**config.mk**
```make
export PLATFORM = sky130hd
export DESIGN_NAME = risc16_muldiv
export DESIGN_NICKNAME = d
export VERILOG_FILES = /design/src/rtl/risc16_muldiv.sv
export SDC_FILE = /design/constraint.sdc
export NUM_CORES = 1
export LEC_CHECK = 0
export ABC_AREA = 1
export CORE_MARGIN = 3
export CORE_UTILIZATION = 40
export DETAILED_ROUTE_END_ITERATION = 6
export PLACE_DENSITY = 0.74
export SLEW_MARGIN = 0
export SYNTH_ARGS = -nofsm -noshare
export SYNTH_HDL_FRONTEND = slang
export SYNTH_SLANG_ARGS = --single-unit
```
**constraint.sdc**
```tcl
create_clock -name clk -period 2.65 [get_ports clk]
set_input_delay 0.265 -clock clk [delete_from_list [all_inputs] [get_ports clk]]
set_output_delay 0.265 -clock clk [all_outputs]
set_load 0.02 [all_outputs]
```
**src/rtl/risc16_muldiv.sv**
```systemverilog
// risc16_muldiv: iterative multiply/divide unit for the RISC16 EX stage.
// One bit-step per clock over WIDTH cycles, start/busy/done handshake,
// flush kills an in-flight operation.
// Optional feature macro: MULDIV_SIGNED_EN (two's-complement operands when
// sgn=1). Without it sgn is ignored and no sign logic is built.
//
// Handshake: start is taken only in a cycle where busy=0 and flush=0
// (IDLE or FIN). busy is high for exactly WIDTH cycles after the accept
// cycle; done pulses for one cycle right after, with result/div_by_zero
// valid and held until the next completion. flush in RUN/FIN returns to
// IDLE without a done pulse and without touching result/div_by_zero.
module risc16_muldiv #(
  parameter int WIDTH = 16
) (
  input  logic             clk,
  input  logic             rst,
  input  logic             start,
  input  logic             flush,
  input  logic [1:0]       op,
  input  logic             sgn,
  input  logic [WIDTH-1:0] a,
  input  logic [WIDTH-1:0] b,
  output logic             busy,
  output logic             done,
  output logic [WIDTH-1:0] result,
  output logic             div_by_zero,
  output logic [1:0]       dbg_state
);

  localparam int CW = $clog2(WIDTH + 1);

  typedef enum logic [1:0] {
    S_IDLE = 2'd0,
    S_RUN  = 2'd1,
    S_FIN  = 2'd2
  } state_t;

  state_t           state_q, state_d;
  logic [CW-1:0]    cnt_q, cnt_d;
  logic [1:0]       op_q, op_d;
  // opnd holds the multiplicand (MUL) or the divisor (DIV/REM)
  logic [WIDTH-1:0] opnd_q, opnd_d;
  // hi: upper accumulator half / partial remainder
  logic [WIDTH-1:0] hi_q, hi_d;
  // lo: multiplier being shifted out / dividend shifting into quotient
  logic [WIDTH-1:0] lo_q, lo_d;
  logic             bz_q, bz_d;
  logic [WIDTH-1:0] result_q, result_d;
  logic             dbz_q, dbz_d;

  logic             accept;
  logic [WIDTH-1:0] mag_a, mag_b;
  logic [WIDTH:0]   mul_sum;
  logic [WIDTH-1:0] mul_hi, mul_lo;
  logic [WIDTH:0]   div_sh;
  logic [WIDTH-1:0] div_diff, div_hi, div_lo;
  logic             div_ok;
  logic [2*WIDTH-1:0] prod;
  logic [WIDTH-1:0] quot, remv, final_res;

`ifdef MULDIV_SIGNED_EN
  logic             qneg_q, qneg_d;
  logic             rneg_q, rneg_d;
  logic             sa, sb;

  // Operand signs and magnitudes captured at issue; 0x8000 stays 0x8000
  always_comb begin
    sa    = sgn & a[WIDTH-1];
    sb    = sgn & b[WIDTH-1];
    mag_a = sa ? (~a + 1'b1) : a;
    mag_b = sb ? (~b + 1'b1) : b;
  end
`else
  logic unused_sgn;
  assign unused_sgn = sgn;
  assign mag_a = a;
  assign mag_b = b;
`endif

  assign accept = start && !flush && (state_q != S_RUN);

  // One datapath step for both shift-add multiply and restoring divide
  always_comb begin
    mul_sum  = {1'b0, hi_q} + (lo_q[0] ? {1'b0, opnd_q} : '0);
    mul_hi   = mul_sum[WIDTH:1];
    mul_lo   = {mul_sum[0], lo_q[WIDTH-1:1]};
    div_sh   = {hi_q, lo_q[WIDTH-1]};
    div_ok   = (div_sh >= {1'b0, opnd_q});
    div_diff = div_sh[WIDTH-1:0] - opnd_q;
    div_hi   = div_ok ? div_diff : div_sh[WIDTH-1:0];
    div_lo   = {lo_q[WIDTH-2:0], div_ok};
  end

  // Result selection with sign fix-up, applied on the last RUN step
  always_comb begin
    prod = {mul_hi, mul_lo};
    quot = div_lo;
    remv = div_hi;
`ifdef MULDIV_SIGNED_EN
    if (qneg_q)          prod = ~prod + 1'b1;
    if (qneg_q && !bz_q) quot = ~quot + 1'b1;
    if (rneg_q)          remv = ~remv + 1'b1;
`endif
    case (op_q)
      2'b00:   final_res = prod[WIDTH-1:0];
      2'b01:   final_res = prod[2*WIDTH-1:WIDTH];
      2'b10:   final_res = quot;
      default: final_res = remv;
    endcase
  end

  // Next-state and datapath update for the IDLE/RUN/FIN controller
  always_comb begin
    state_d  = state_q;
    cnt_d    = cnt_q;
    op_d     = op_q;
    opnd_d   = opnd_q;
    hi_d     = hi_q;
    lo_d     = lo_q;
    bz_d     = bz_q;
    result_d = result_q;
    dbz_d    = dbz_q;
`ifdef MULDIV_SIGNED_EN
    qneg_d   = qneg_q;
    rneg_d   = rneg_q;
`endif
    if (accept) begin
      state_d = S_RUN;
      cnt_d   = CW'(WIDTH);
      op_d    = op;
      opnd_d  = op[1] ? mag_b : mag_a;
      lo_d    = op[1] ? mag_a : mag_b;
      hi_d    = '0;
      bz_d    = (b == '0);
`ifdef MULDIV_SIGNED_EN
      qneg_d  = sa ^ sb;
      rneg_d  = sa;
`endif
    end else if (flush || state_q == S_FIN) begin
      state_d = S_IDLE;
      cnt_d   = '0;
    end else if (state_q == S_RUN) begin
      hi_d  = op_q[1] ? div_hi : mul_hi;
      lo_d  = op_q[1] ? div_lo : mul_lo;
      cnt_d = cnt_q - 1'b1;
      if (cnt_q == CW'(1)) begin
        state_d  = S_FIN;
        result_d = final_res;
        dbz_d    = op_q[1] & bz_q;
      end
    end
  end

  // State registers with synchronous active-high reset
  always_ff @(posedge clk) begin
    if (rst) begin
      state_q  <= S_IDLE;
      cnt_q    <= '0;
      op_q     <= '0;
      opnd_q   <= '0;
      hi_q     <= '0;
      lo_q     <= '0;
      bz_q     <= 1'b0;
      result_q <= '0;
      dbz_q    <= 1'b0;
`ifdef MULDIV_SIGNED_EN
      qneg_q   <= 1'b0;
      rneg_q   <= 1'b0;
`endif
    end else begin
      state_q  <= state_d;
      cnt_q    <= cnt_d;
      op_q     <= op_d;
      opnd_q   <= opnd_d;
      hi_q     <= hi_d;
      lo_q     <= lo_d;
      bz_q     <= bz_d;
      result_q <= result_d;
      dbz_q    <= dbz_d;
`ifdef MULDIV_SIGNED_EN
      qneg_q   <= qneg_d;
      rneg_q   <= rneg_d;
`endif
    end
  end

  assign busy        = (state_q == S_RUN);
  assign done        = (state_q == S_FIN);
  assign result      = result_q;
  assign div_by_zero = dbz_q;
  assign dbg_state   = state_q;

endmodule

```
==> flow_metrics.env <==
export IMPL_status="finished, final reports clean"
export IMPL_ys_ff_latch=75
export IMPL_hpwl_um=14800
export IMPL_start_util_pct=41.0
export IMPL_clk_pin_slew_worst_paths_ns=0.07
export IMPL_cts_max_level=3
export IMPL_synth_edf_count=0
export IMPL_yosysSeqAreaShare_pct=25.1
export IMPL_rsz0062_at_grt="false"
export IMPL_wirelength_um=18800
export IMPL_via_per_inst=5.47
export IMPL_grt_pass1_wl_um=30600
export IMPL_r2r_start="opnd_q[11]"
export IMPL_worstPathRequired_ns=2.94
export IMPL_reg2reg_depth=13
export IMPL_final_seq_area_mm2=0.00150
export IMPL_gp_congestion=0.905
export IMPL_grt_max_degree=36
export IMPL_async_flop_share_pct=0
export IMPL_stdcell_count=1223
export IMPL_num_rows=44
export IMPL_cts_max_path_buffers=2
export IMPL_worstSkewPairLatency_ns=0.35
export IMPL_crit_type="register to register"
export IMPL_synthCells=985
export IMPL_endpoint_kind="register"
export IMPL_fillCellCount=1512
export IMPL_num_antenna_cells=0
export IMPL_cts_tree="done"
export IMPL_first_pass_iters=5
export IMPL_die_w_um=128
export IMPL_die_area_mm2=0.0164
export IMPL_reg2reg_to="result[2]"
export IMPL_die_y_um=128
export IMPL_clock_skew_ns=0.0107
export IMPL_p_per_area_mw_per_mm2=471
export IMPL_min_period_ns=2.49
export IMPL_layout_common_cells="nand2_1 (271), inv_1 (121), o21ai_0 (108), a21oi_1 (101), nand3_1 (82)"
export IMPL_max_slew_worst_pin_slew_ns=0.500
export IMPL_critPathLaunchType="register"
export IMPL_drtAntennaViolNets=0
export IMPL_seqPwrFrac_pct=36.5
export IMPL_ir_worst_vdd_mv=0.349
export IMPL_critPathMaxFanout=19
export IMPL_fmax_mhz=401
export IMPL_dr_total_vias=6687
export IMPL_yosys_most_used_dff="dfxtp_1"
export IMPL_drv_slew=0
export IMPL_hold_end="result[0]"
export IMPL_arrival_ns=2.78
export IMPL_synth_distinct_cells=41
export IMPL_grt_pass1_vias=6244
export IMPL_hold_depth=2
export IMPL_reg2reg_slack_ns=0.16
export IMPL_yosys_warnings=0
export IMPL_remaining_drc_errors=0
export IMPL_fin_nets=1109
export IMPL_cts_sinks=75
export IMPL_final_common_cell="nand2_1"
export IMPL_syn_to_final_growth_pct=18.3
export IMPL_tns_ns=0
export IMPL_multiInputGateArea_mm2=0.00380
export IMPL_comb_power_share_pct=25.9
export IMPL_core_area_mm2=0.0146
export IMPL_portBuffers=58
export IMPL_grt_remaining_overflow=0
export IMPL_switchingPower_mw=1.19
export IMPL_slew_headroom_pct=66.6
export IMPL_setup_ws_ns=0.159
export IMPL_hold_start="result[0]"
export IMPL_cts_buffers=9
export IMPL_setup_viol=0
export IMPL_synth_area_mm2=0.00598
export IMPL_antenna_found_initial=0
export IMPL_max_cap_viol_count=0
export IMPL_layout_drive_gt1_share_pct=7.31
export IMPL_switching_share_pct=35.7
export IMPL_cts_root_buffer="clkbuf_16"
export IMPL_place_ws_ns=0.275
export IMPL_hold_violations=0
export IMPL_fin_crit_sh_pct=94.0
export IMPL_power_leakage_nw=3.38
export IMPL_syn_avg_cell_area_um2=6.07
export IMPL_pin_count=60
export IMPL_clkPwrFrac_pct=37.7
export IMPL_cts_setup_buffers=0
export IMPL_min_path_type="register to register"
export IMPL_p_int_mw=2.15
export IMPL_place_inst=1207
export IMPL_wl_per_cell_um=15.4
export IMPL_first_iter_violations=669
export IMPL_synth_nets=1060
export IMPL_track_usage_pct=23.3
[metrics by stage]
| stage | cell area, µm² | power (mW) | hold WS [ns] | utilization [%] |
|---|---|---|---|---|
| after CTS | 7070 | 3.33 | 0.474 | 48.5 |
| after global routing | 7070 | 3.49 | 0.503 | 48.5 |
| after detailed placement | 6770 | 2.08 | 0.463 | 46.4 |
| after global placement | 6770 | 2.08 | 0.459 | 46.4 |
| final | 7070 | 3.34 | 0.470 | 48.5 |
| after floorplan | 5980 | 1.82 | 0.427 | - |
[critical path, stage by stage (launching register included)]
cell and delay, ns:
dfxtp_1 0.39, inv_1 0.08, ha_1 0.36, nand2_1 0.16, inv_1 0.07, nand2_1 0.07
nand2_1 0.05, a21oi_2 0.14, nand2_2 0.09, nand2_4 0.20, nand2_8 0.16, o21ai_0 0.41
a21oi_1 0.15, nor2_1 0.10
[metal layers]
layer / wire, µm / part of all wire [%] / up-vias / global-route usage [%]
met5: 0 / 0 / - / 0
met4: 861 / 4.6 / 0 / 10.6
met3: 1510 / 8.1 / 54 / 4.04
met2: 8290 / 44 / 281 / 36.7
met1: 8120 / 43 / 3011 / 30.9
li1: - / - / 3341 / -
[what timing repair did]
| item | CTS | global route |
|---|---|---|
| hold buffers | 0 | 0 |
| gates resized for setup | 0 | 2 |
| setup endpoints to repair | 0 | 3 |
[sequential cells by signal (all words and copies together), names as in the netlist]
signal,count
opnd_q,16
hi_q,16
dbg_state,2
div_by_zero,1
lo_q,16
result,16
op_q,2
cnt_q,5
bz_q,1
[worst max-delay path by stage]
stage | startpoint | end | slack, ns | cells after the start
after global placement | opnd_q[11] | result[2] | 0.32 | 13
final | opnd_q[11] | result[2] | 0.16 | 13
after detailed placement | lo_q[0] | hi_q[13] | 0.27 | 15
after global routing | lo_q[0] | hi_q[13] | 0.05 | 17
after CTS | opnd_q[11] | result[2] | 0.21 | 13
after floorplan | lo_q[0] | hi_q[13] | 0.14 | 18
[Yosys cell counts, types with 2 or more instances]
library cell  instances  area [µm²]
nand4_1               7        43.8
clkbuf_1             27         101
nand3_1              82         410
inv_1               121         454
o21a_1                3        22.5
nor3_1                6        30.0
a21oi_1             101         505
xor2_1                7        61.3
a21oi_2               2        17.5
ha_1                 34         425
a31oi_1              12        75.1
nor4_1                2        12.5
buf_1                 4        15.0
inv_2                 8        30.0
nand3b_1              2        15.0
o21ai_0             108         541
buf_4                 2        15.0
dfxtp_1              75        1500
nand3_2               2        20.0
nor2_1               49         184
nand2_1             272        1020
nor2_4                3        33.8
buf_2                 8        40.0
o22ai_1              12        75.1
a221oi_1              2        17.5
fa_1                  2        40.0
nand2_2              11        68.8
or2_2                 3        18.8
xnor2_1               6        52.6
[kinds of logic after synthesis]
family,after synthesis,synth area share (%)
adders and majority gates,36,7.79
xor gates and xnor gates,13,1.90
buffers and inverters,172,11.3
AOI/OAI and AO/OA,243,21.6
DFF,75,25.1
and+or+nand+nor,446,32.3
[area by class of cell]
| cell class | count | share of cell area (%) |
|---|---|---|
| clock buffer | 9 | 3.18 |
| clock inverter | 7 | 1.10 |
| inverter | 130 | 6.90 |
| multi-input combinational | 738 | 53.8 |
| sequential | 75 | 21.2 |
| tap | 184 | 3.25 |
| timing repair buffer | 80 | 10.5 |
[power by group through the flow]
stage / Clock [mW] / Sequential, mW / Combinational, mW
global placement: 0 / 1.24 / 0.836
global route: 1.31 / 1.22 / 0.960
CTS: 1.27 / 1.21 / 0.851
finish: 1.26 / 1.22 / 0.862
floorplan: 0 / 1.23 / 0.593
detailed placement: 0 / 1.24 / 0.845
Power figures use the tool's default switching activity.
